File: config.mk
export PLATFORM = sky130hd
export DESIGN_NAME = conv_pixel_feeder
export DESIGN_NICKNAME = d
export VERILOG_FILES = /design/src/rtl/conv_pixel_feeder.sv
export SDC_FILE = /design/constraint.sdc
export NUM_CORES = 1
export LEC_CHECK = 0
export ABC_CLOCK_PERIOD_IN_PS = 5780
export BUFFER_PORTS_ARGS = -buffer_cell sky130_fd_sc_hd__buf_2
export CORE_ASPECT_RATIO = 1.5
export CORE_UTILIZATION = 49
export DETAILED_ROUTE_END_ITERATION = 12
export PLACE_DENSITY = 0.68
export SKIP_CTS_REPAIR_TIMING = 1
export SLEW_MARGIN = 40
export SYNTH_ARGS = -nofsm -noshare
export SYNTH_HDL_FRONTEND = slang
export SYNTH_SLANG_ARGS = --single-unit
File: constraint.sdc
create_clock -name clk -period 5.78 [get_ports clk]
set_input_delay 0.578 -clock clk [delete_from_list [all_inputs] [get_ports clk]]
set_output_delay 0.578 -clock clk [all_outputs]
set_load 0.02 [all_outputs]
File: src/rtl/conv_pixel_feeder.sv
// Streams one frame from a synchronous image SRAM to the 3x3 conv engine as a tagged valid/ready stream.
// Optional build macro CONV_PAD_EN: emit a zero-bordered (IMG_H+2) x (IMG_W+2) frame instead.
module conv_pixel_feeder #(
    parameter int IMG_W   = 28,
    parameter int IMG_H   = 28,
    parameter int DW      = 16,
    parameter int AW      = 10,
    parameter int MEM_LAT = 1,
    parameter int FIFO_D  = 4
) (
    input  logic          clk,
    input  logic          reset_n,
    input  logic          start,
    input  logic [AW-1:0] img_base,
    output logic          busy,
    output logic          done,
    output logic          mem_rd_en,
    output logic [AW-1:0] mem_addr,
    input  logic [DW-1:0] mem_rdata,
    output logic [DW-1:0] pix_data,
    output logic          pix_valid,
    input  logic          pix_ready,
    output logic          pix_sof,
    output logic          pix_eol,
    output logic          pix_eof
);

`ifdef CONV_PAD_EN
    localparam int OUT_W = IMG_W + 2;
    localparam int OUT_H = IMG_H + 2;
`else
    localparam int OUT_W = IMG_W;
    localparam int OUT_H = IMG_H;
`endif
    localparam int RW = $clog2(OUT_H + 1);
    localparam int CLW = $clog2(OUT_W + 1);
    localparam int PW = (FIFO_D > 1) ? $clog2(FIFO_D) : 1;
    localparam int CW = $clog2(FIFO_D + 1);
    localparam int EW = DW + 3;
    localparam logic [CW:0] DEPTH = (CW+1)'(FIFO_D);

    typedef enum logic [1:0] {S_IDLE, S_FETCH, S_DRAIN} state_t;

    state_t           r_state;
    logic [RW-1:0]    r_row;
    logic [CLW-1:0]   r_col;
    logic [AW-1:0]    r_next_addr;
    logic [AW-1:0]    r_addr;
    logic             r_rd_en;
    logic [2:0]       r_tag_iss;
    logic             r_busy;
    logic             r_done;
    logic [MEM_LAT-1:0] r_vpipe;
    logic [2:0]       r_tpipe [MEM_LAT];
    logic [CW-1:0]    r_inflight;
    logic [CW-1:0]    r_count;
    logic [PW-1:0]    r_wr_ptr;
    logic [PW-1:0]    r_rd_ptr;
    logic [EW-1:0]    r_mem [FIFO_D];

    logic             w_last_col;
    logic             w_last_row;
    logic [2:0]       w_tag;
    logic [CW:0]      w_used;
    logic             w_credit;
    logic             w_issue_rd;
    logic             w_issue_pad;
    logic             w_step;
    logic             w_push_rd;
    logic             w_push;
    logic             w_pop;
    logic             w_valid;
    logic [EW-1:0]    w_push_word;

    assign w_last_col = (r_col == CLW'(OUT_W - 1));
    assign w_last_row = (r_row == RW'(OUT_H - 1));
    // Tag order inside a FIFO entry: {sof, eol, eof}.
    assign w_tag      = {(r_row == '0) && (r_col == '0), w_last_col, w_last_col && w_last_row};
    assign w_used     = {1'b0, r_count} + {1'b0, r_inflight};
    assign w_credit   = (r_state == S_FETCH) && (w_used < DEPTH);

`ifdef CONV_PAD_EN
    logic w_border;
    assign w_border    = (r_row == '0) || w_last_row || (r_col == '0) || w_last_col;
    assign w_issue_rd  = w_credit && !w_border;
    // A border zero may only enter the FIFO once every earlier read has landed, keeping raster order.
    assign w_issue_pad = w_credit && w_border && (r_inflight == '0);
`else
    assign w_issue_rd  = w_credit;
    assign w_issue_pad = 1'b0;
`endif

    assign w_step      = w_issue_rd || w_issue_pad;
    assign w_push_rd   = r_vpipe[MEM_LAT-1];
    assign w_push      = w_push_rd || w_issue_pad;
    assign w_push_word = w_push_rd ? {r_tpipe[MEM_LAT-1], mem_rdata} : {w_tag, {DW{1'b0}}};
    assign w_valid     = (r_count != '0);
    assign w_pop       = w_valid && pix_ready;

    always_ff @(posedge clk or negedge reset_n) begin
        if (!reset_n) begin
            r_state     <= S_IDLE;
            r_row       <= '0;
            r_col       <= '0;
            r_next_addr <= '0;
            r_addr      <= '0;
            r_rd_en     <= 1'b0;
            r_tag_iss   <= '0;
            r_busy      <= 1'b0;
            r_done      <= 1'b0;
        end else begin
            r_done  <= 1'b0;
            r_rd_en <= w_issue_rd;
            if (w_issue_rd) begin
                r_addr      <= r_next_addr;
                r_next_addr <= r_next_addr + AW'(1);
                r_tag_iss   <= w_tag;
            end
            if (w_step) begin
                if (w_last_col) begin
                    r_col <= '0;
                    r_row <= r_row + RW'(1);
                end else begin
                    r_col <= r_col + CLW'(1);
                end
            end
            case (r_state)
                S_IDLE: if (start) begin
                    r_state     <= S_FETCH;
                    r_busy      <= 1'b1;
                    r_row       <= '0;
                    r_col       <= '0;
                    r_next_addr <= img_base;
                end
                S_FETCH: if (w_step && w_last_col && w_last_row) r_state <= S_DRAIN;
                S_DRAIN: if ((r_count == '0) && (r_inflight == '0)) begin
                    r_state <= S_IDLE;
                    r_busy  <= 1'b0;
                    r_done  <= 1'b1;
                end
                default: r_state <= S_IDLE;
            endcase
        end
    end

    // Valid bit and tags ride alongside the SRAM read so they line up with mem_rdata.
    always_ff @(posedge clk or negedge reset_n) begin
        if (!reset_n) begin
            r_vpipe    <= '0;
            r_inflight <= '0;
            for (int i = 0; i < MEM_LAT; i++) r_tpipe[i] <= '0;
        end else begin
            r_vpipe[0] <= r_rd_en;
            r_tpipe[0] <= r_tag_iss;
            for (int i = 1; i < MEM_LAT; i++) begin
                r_vpipe[i] <= r_vpipe[i-1];
                r_tpipe[i] <= r_tpipe[i-1];
            end
            case ({w_issue_rd, w_push_rd})
                2'b10:   r_inflight <= r_inflight + CW'(1);
                2'b01:   r_inflight <= r_inflight - CW'(1);
                default: ;
            endcase
        end
    end

    always_ff @(posedge clk or negedge reset_n) begin
        if (!reset_n) begin
            r_wr_ptr <= '0;
            r_rd_ptr <= '0;
            r_count  <= '0;
        end else begin
            if (w_push) r_wr_ptr <= (r_wr_ptr == PW'(FIFO_D - 1)) ? '0 : r_wr_ptr + PW'(1);
            if (w_pop)  r_rd_ptr <= (r_rd_ptr == PW'(FIFO_D - 1)) ? '0 : r_rd_ptr + PW'(1);
            case ({w_push, w_pop})
                2'b10:   r_count <= r_count + CW'(1);
                2'b01:   r_count <= r_count - CW'(1);
                default: ;
            endcase
        end
    end

    // NOTE: FIFO storage has no reset; emptiness lives in r_count, and the outputs are gated below.
    always_ff @(posedge clk) begin
        if (w_push) r_mem[r_wr_ptr] <= w_push_word;
    end

    assign {pix_sof, pix_eol, pix_eof, pix_data} = w_valid ? r_mem[r_rd_ptr] : '0;
    assign pix_valid = w_valid;
    assign busy      = r_busy;
    assign done      = r_done;
    assign mem_rd_en = r_rd_en;
    assign mem_addr  = r_addr;

endmodule

==> run metrics <==
status=complete, no violations; Worst Path Required=6.11 ns; vias in the first global route=3435; Power Density=619.7 nW/um^2; drt drc=0; max_cap viols=0; Core ar.=11000 um^2; Sequential Power Share=0.357; async set or reset register ratio after synthesis=0.4063; Post-Syn Area=5513 um^2; area delta synth->final=20.72%; I/O Buffers=62; switch share=0.3524; Mapped Cells=393; max incr delay on CP=0.73 ns; Final Hold Viols=0; number of synthesized flops with an enable pin=76; layout cell share with drive strength beyond 1=0.2695; Slew Viols, Final=0; Synth Register Bits=128; drt wl/cell=16.75 um; CP Class=register to register; DR iter-0 viols=175; first drt pass iteration count=4; ys flop type=edfxtp_1; Post-DRT Antenna Nets=0; Critical Path Source Type=register; Final nets=508; Hold Path Class=input port to async pin; gpl congestion=0.8274; RSZ-0062 raised after global routing=false; Setup WS pre-CTS=2.665 ns; Reg clk slew, reported paths=0.06 ns; post-synthesis net count=439; crit path cell chain=ha_1 > or4b_1 > nor2_8 > inv_2 > ha_1 > fa_1 > xnor2_1 > nor2_1 > xor2_1; largest net degree at the start of global routing=53; syn avg cell area=14.03 um^2; Int Power=2.671 mW; worst slew pin tran=0.7413 ns; CP most frequent cell=ha_1; highest-delay cell along the critical path=or4b_1; Seq/Total Area, Yosys=0.6500; CTS root buffer=clkbuf_16; dpl hpwl=6.839 mm; first-pass GRT wire length=16.70 mm; Worst Setup SP=r_inflight[2]; P_sw=1.453 mW; fill cell count=873; die area=11690 um^2; IO Pins=63; CTS tree=yes; chip height=131.9 um; placed instance count=590; post-route setup slack=2.623 ns; WP data arrival=3.49 ns; Via density=5.273; Post-Route WL=10.42 mm; maximum clock rate=316.7 MHz; synth unique cells=41; diode count=0; P_leak=2.712 nW; Worst slew margin=0.5058; Synthesis Warnings=0; Comb power frac=0.347; GR Util All Layers=0.1946; skew final=0.005929 ns; CP delay by family, top=simple AND/OR/NAND/NOR gates; setup_tns=0 ns; crit end category=register; CTS HTree Levels=4; total congestion overflow=0; Initial Utilization=0.5013; worst-case vdd ir drop=0.0004296 V; clock buffer depth=2; Die Width=88.61 um; commonest non-fill, non-tap cells in the layout=edfxtp_1 (76), buf_2 (62), dfrtp_1 (51), nand2_1 (49), and2_1 (36); Inserted Clock Buffers=17; R2R Path Start=r_inflight[2]; Tmin final=3.157 ns; Final setup viols=0; # rows=47; Clk pwr share=0.296; fin cells=622; initial antenna violation count=0; crit path max fanout=21; TritonCTS Sinks=128; clk_lat worst skew=0.41 ns; Buf/Inv on CP=1; Via Count=3280; period utilisation layout=0.5462; commonest non-fill, non-tap cell in the layout=edfxtp_1
==> registers in the layout, indices dropped and copies added, names as in the netlist, 3 cells and up <==
name,cells
mem_addr,10
r_col,5
r_count,3
r_inflight,3
r_mem,76
r_next_addr,10
r_row,5
r_tag_iss,3
r_tpipe,3
==> Yosys cell counts (all sizes together) (3+ instances only) <==
master	n	area [um^2]
a21oi	4	20.02
a21o	3	22.52
edfxtp	76	2282
dfrtp	52	1301
nor2	11	57.56
or3	4	25.02
o21ai	16	80.08
inv	15	56.30
a31oi	3	18.77
mux4	19	427.9
buf	6	32.53
clkbuf	10	37.54
nor3	10	55.05
xor2	6	52.55
ha	14	175.2
and2	40	250.2
nand2	49	183.9
nor4	4	25.02
nand3	11	55.05
xnor2	13	113.9
nand4	5	31.28
==> per-stage QoR <==
step / instance area (um^2) / utilization / total power, mW / hold WS [ns]
global route: 6655 / 0.6052 / 4.376 / 0.3282
floorplan: 5513 / - / 2.529 / 0.2824
detailed placement: 5973 / 0.5432 / 2.933 / 0.3696
finish: 6655 / 0.6052 / 4.124 / 0.2777
CTS: 6655 / 0.6052 / 4.164 / 0.2942
global placement: 5967 / 0.5426 / 2.887 / 0.3620
==> metal layers <==
layer	share of wire	up-vias	global-route usage
met4	0.022	0	0.07706
met5	0	-	0
li1	-	1558	-
met3	0.032	18	0.05636
met1	0.41	1621	0.2139
met2	0.54	83	0.3444
==> power by group through the flow <==
stage | clock network, mW | logic [mW] | registers [mW]
finish | 1.22 | 1.43 | 1.47
global route | 1.27 | 1.59 | 1.51
CTS | 1.24 | 1.45 | 1.48
detailed placement | 0 | 1.44 | 1.49
global placement | 0 | 1.41 | 1.48
floorplan | 0 | 1.09 | 1.44
==> area by class of cell <==
class | count | area, um^2 | share of cell area
clock buffers | 17 | 425.4 | 0.06392
flip-flops and latches | 128 | 3585 | 0.5386
clock inverters | 15 | 256.5 | 0.03854
inverters | 15 | 56.30 | 0.008460
well taps | 147 | 183.9 | 0.02764
multi-input cells | 234 | 1808 | 0.2717
repair buffers | 66 | 340.3 | 0.05114
==> kinds of logic after synthesis <==
group	share of synthesized area
buffers and inverters	0.02292
muxes	0.08534
xor gates and xnor gates	0.03019
AOI/OAI and AO/OA	0.02996
DFF	0.6500
and+or+nand+nor	0.1425
adders and majority gates	0.03904
==> final timing paths <==
kind	end	slack (ns)	cells after the start
max in group asynchronous	r_rd_ptr[1]	5.01	2
worst max register to register	r_inflight[2]	2.62	9
min in group clk	r_next_addr[0]	0.37	3
worst min-delay path	mem_addr[4]	0.28	2
worst min register to register	r_tpipe[2]	0.38	0
worst max-delay path	r_inflight[2]	2.62	9
Note: power is estimated with default switching activity, not from simulation.
